[config.mk]
export PLATFORM = sky130hd
export DESIGN_NAME = mem_arbiter
export DESIGN_NICKNAME = d
export VERILOG_FILES = /design/src/rtl/mem_arbiter.sv
export SDC_FILE = /design/constraint.sdc
export NUM_CORES = 1
export LEC_CHECK = 0
export CAP_MARGIN = 40
export CORE_AREA = 2 2 111 113
export DETAILED_ROUTE_END_ITERATION = 10
export DIE_AREA = 0 0 113 115
export SETUP_SLACK_MARGIN = 0.2
export SYNTH_ARGS = -nofsm -noshare
export SYNTH_HDL_FRONTEND = slang
export SYNTH_SLANG_ARGS = --single-unit
[constraint.sdc]
create_clock -name clk -period 2.4 [get_ports clk]
set_input_delay 0.48 -clock clk [delete_from_list [all_inputs] [get_ports clk]]
set_output_delay 0.48 -clock clk [all_outputs]
set_load 0.05 [all_outputs]
[src/rtl/mem_arbiter.sv]
`timescale 1ns/1ps
// -----------------------------------------------------------------------------
// mem_arbiter
// Shares one single-port SRAM between an instruction-fetch requester and a
// data-memory requester. Grants are combinational and the granted access is
// driven onto the SRAM pins in the same cycle. Read data comes back one cycle
// later and is steered by a registered in-flight tag.
//
// Ports
//   clk, rst                  clock, async active-low reset
//   fetch_req_valid/addr      fetch read request (byte address, word [15:2])
//   fetch_flush               kills a pending fetch and its in-flight response
//   fetch_req_ready           fetch granted this cycle
//   fetch_rsp_valid/data      fetch read response (data always mirrors DO)
//   dm_req_valid/we/wstrb/
//   dm_addr/dm_wdata          data-memory request
//   dm_req_ready              data request granted this cycle
//   dm_rsp_valid/data         data read response (data always mirrors DO)
//   CEB/WEB/BWEB/A/DI         SRAM control, all active-low enables
//   DO                        SRAM read data, one cycle after a read
//
// Tag FSM
//   state     | meaning
//   TAG_NONE  | no read in flight, no response this cycle
//   TAG_FETCH | a fetch read was issued last cycle
//   TAG_DM    | a data read was issued last cycle
// -----------------------------------------------------------------------------
module mem_arbiter #(
    parameter int unsigned STARVE_MAX = 3
) (
    input  logic        clk,
    input  logic        rst,
    input  logic        fetch_req_valid,
    input  logic [31:0] fetch_addr,
    input  logic        fetch_flush,
    output logic        fetch_req_ready,
    output logic        fetch_rsp_valid,
    output logic [31:0] fetch_rsp_data,
    input  logic        dm_req_valid,
    input  logic        dm_we,
    input  logic [3:0]  dm_wstrb,
    input  logic [31:0] dm_addr,
    input  logic [31:0] dm_wdata,
    output logic        dm_req_ready,
    output logic        dm_rsp_valid,
    output logic [31:0] dm_rsp_data,
    output logic        CEB,
    output logic        WEB,
    output logic [31:0] BWEB,
    output logic [13:0] A,
    output logic [31:0] DI,
    input  logic [31:0] DO
);

    typedef enum logic [1:0] {
        TAG_NONE  = 2'd0,
        TAG_FETCH = 2'd1,
        TAG_DM    = 2'd2
    } tag_t;

    localparam logic [3:0] LP_STARVE_MAX = 4'(STARVE_MAX);

    tag_t       r_tag;
    tag_t       w_tag_nxt;
    logic [3:0] r_starve_cnt;
    logic [3:0] w_starve_nxt;
    logic       w_fetch_elig;
    logic       w_dm_elig;
    logic       w_fetch_win;
    logic       w_dm_win;
    logic       w_unused;

    // Address bits outside the 64 KiB word window are intentionally ignored.
    assign w_unused = ^{fetch_addr[31:16], fetch_addr[1:0],
                        dm_addr[31:16], dm_addr[1:0]};

    always_ff @(posedge clk or negedge rst) begin
        if (!rst) begin
            r_tag        <= TAG_NONE;
            r_starve_cnt <= '0;
        end else begin
            r_tag        <= w_tag_nxt;
            r_starve_cnt <= w_starve_nxt;
        end
    end

    always_comb begin
        w_tag_nxt       = TAG_NONE;
        w_starve_nxt    = '0;
        fetch_req_ready = 1'b0;
        dm_req_ready    = 1'b0;
        CEB             = 1'b1;
        WEB             = 1'b1;
        BWEB            = '1;
        A               = '0;
        DI              = '0;

        // Grants are gated by rst so nothing is issued while reset is held.
        w_fetch_elig = rst & fetch_req_valid & ~fetch_flush;
        w_dm_elig    = rst & dm_req_valid;
        w_fetch_win  = w_fetch_elig &
                       (~w_dm_elig | (r_starve_cnt == LP_STARVE_MAX));
        w_dm_win     = w_dm_elig & ~w_fetch_win;

        if (w_fetch_elig && !w_fetch_win) begin
            w_starve_nxt = (r_starve_cnt == LP_STARVE_MAX) ? r_starve_cnt
                                                           : r_starve_cnt + 4'd1;
        end

        if (w_fetch_win) begin
            fetch_req_ready = 1'b1;
            CEB             = 1'b0;
            A               = fetch_addr[15:2];
            w_tag_nxt       = TAG_FETCH;
        end else if (w_dm_win) begin
            dm_req_ready = 1'b1;
            CEB          = 1'b0;
            A            = dm_addr[15:2];
            if (dm_we) begin
                // An all-zero strobe is granted but leaves the SRAM in read
                // mode; the tag stays NONE so no response is produced.
                WEB = ~|dm_wstrb;
                DI  = dm_wdata;
                for (int i = 0; i < 4; i++) begin
                    BWEB[8*i +: 8] = dm_wstrb[i] ? 8'h00 : 8'hFF;
                end
            end else begin
                w_tag_nxt = TAG_DM;
            end
        end
    end

    assign fetch_rsp_valid = (r_tag == TAG_FETCH) && !fetch_flush;
    assign dm_rsp_valid    = (r_tag == TAG_DM);
    assign fetch_rsp_data  = DO;
    assign dm_rsp_data     = DO;

endmodule

==> impl_metrics.toml <==
[run_status]
outcome = "finished with violations"
violations = "design-rule violations"

[detailed_routing]
routed_via_density = 3.67
drc = 19
drtIter0Drc = 61
ant_nets = 0
wl_per_cell_um = 16.2
vias = 1499
drt_wl_total_um = 6630
drt_first_pass_iters = 8

[cells_and_area]
finish.net_count = 402
area_delta_synth_final_pct = 154
layout-drive-gt1-share = 0.594

[sta]
fmax_mhz = 424
worst_pin_slew_ns = 0.501
fin_tns_setup_ns = 0
rsz0062_at_grt = "true"
finalCritPeriodShare = 0.982
slew_headroom = 0.665
period_minus_slack_ns = 2.36
setup_viol = 0
hold_viol_final = 0
fin_ws_ns = 0.0440
fin_hold_ws_ns = 0.323
drv_slew = 0
skew_ns = 0.000431

[global_routing]
grt_overflow_total = 0
antenna_found_initial = 1
grt_usage = 0.0884
grt_pass1_vias = 1559
grt_first_pass_wirelength_um = 8850
grt_max_degree = 32

[critical_path]
cp-end-kind = "output pin"
cp-start-kind = "primary input"
r2r_start = "r_starve_cnt[0]"
required_ns = 1.92
cp_max_fo = 8
worstSetupPathType = "in -> out"
startpoint = "fetch_req_valid"
crit_arrival_ns = 1.88

[synthesis]
synth-edff-count = 0
synth_warnings = 0
synth_cell_type_count = 24
synth.most_common_cell = "buf_4"
synth_common_cells = "buf_4, and3_1, a22o_1"
synthSimpleGateAreaFrac = 0.234
synth_ff_type = "dfrtp_1"
synthArstFlopShare = 1.00
synth_top_area_share = 0.477
ys_top_cells_by_area = "buf_4, and3_1, dfrtp_1"
synthCells = 180
synth-xor-area-share = 0.00604
synth-compound-area-share = 0.106
synth_area_leader_cell = "buf_4"
synth.cell_area_mm2 = 0.00145
syn-num-nets = 319
ys_seq_area_frac = 0.104
syn_avg_cell_area_um2 = 8.05
synth_top_family_by_area = "buffers and inverters"
synthMuxAreaShare = 0.00777
yosys_register_bits = 6
synth_adder_area_share = 0.00864

[clock_network]
path_clk_slew_ns = 0.03
cts_max_level = 1
cts_root_buffer = "clkbuf_16"
clock_latency_ns = 0.23
cts_buffers = 3
cts_tree = "done"
cts_sinks = 6
hold_buffers = 0
cts_max_path_buffers = 2

[floorplan]
core-area_mm2 = 0.0118
die_y_um = 115
rows = 40
initial_utilization = 0.123
ios = 286
dieWidth_um = 113
die_area_mm2 = 0.0130

[pwr]
leakagePower_nw = 1.58
total_power_w = 0.00101
vdd.ir_drop.worst_v = 0.000140
power_density_mw_per_mm2 = 275

[place]
place_congestion = 0.709
numPortBuffers = 153
dp_slack_ns = -0.151
hpwl_um = 4550

[hold_path]
hold_class = "in -> async"

[run]
drv_cap = 0
path summary, 6_finish.rpt:
kind	slack [ns]	endpoint	cells past startpoint
max	0.04	BWEB[26]	8
min	0.32	r_tag[1]	2
max reg2reg	0.89	r_tag[1]	7
min reg2reg	0.63	r_starve_cnt[0]	3
max in group asynchronous	1.96	r_starve_cnt[3]	2
min in group clk	0.63	r_starve_cnt[0]	3
flip-flops by register name, indices dropped and copies added (netlist names):
signal and flops:
r_starve_cnt 4, r_tag 2
worst max-delay path, cell delays in order:
cell and delay [ns]:
dlygate4sd2_1 0.24, and3b_4 0.21, a21oi_4 0.17, buf_12 0.12
buf_12 0.11, buf_12 0.11, nand3_4 0.19, buf_8 0.22
final cells by class:
type	count	area (um2)
tap	147	184
fill	1173	8130
sequential	6	150
timing repair buffer	179	2500
clock buffer	3	75.1
antenna	1	2.50
multi-input combinational	73	773
metal layers:
metal	share of wire	vias to the layer above	routed length [um]	global-route usage
li1	-	685	-	-
met4	0.036	0	238	0.0431
met2	0.55	97	3650	0.174
met3	0.12	37	805	0.0285
met1	0.29	680	1940	0.0813
met5	0	-	0	0
repair_timing:
action                                  4_1_cts  5_1_grt
pin swaps                                     3        7
resized for setup                            71       37
setup buffers                                 9        5
endpoints found under the setup margin       81       80
cloned                                        2        1
cells by family (layout without fill, tap and decap cells):
logic type / count (synthesis) / in the layout
buf+inv: 102 / 182
simple gates: 53 / 53
compound gates: 16 / 17
flops: 6 / 6
fa+ha+maj: 1 / 1
xor+xnor: 1 / 1
mux: 1 / 1
other cells: 0 / 1
through the flow:
step                instances  utilization  cell area (um2)
finish                    409        0.312             3680
global route              409        0.312             3680
CTS                       402        0.292             3450
detailed placement        388        0.252             2970
global placement          388        0.252             2970
floorplan                 180            -             1560
layout by cell type, fill, tap and decap left out, types with 2 or more instances in the layout:
cell type / instances
clkdlybuf4s15_1: 2
and3_2: 5
nor3b_1: 2
dfrtp_1: 6
a22o_1: 2
dlygate4sd2_1: 3
o21a_4: 2
buf_12: 56
buf_8: 28
clkdlybuf4s50_1: 65
nor2_1: 3
nand3_1: 2
and3_1: 13
buf_6: 9
clkbuf_16: 4
a22o_4: 12
and3_4: 14
nand3_4: 4
buf_4: 14
where the power goes:
part | total [W] | internal [W] | switching (W)
registers | 0.000104 | 0.000104 | 0.000000834
logic | 0.000633 | 0.000334 | 0.000298
clock network | 0.000274 | 0.000214 | 0.0000600
total | 0.00101 | 0.000652 | 0.000359
Power figures use the tool's default switching activity.
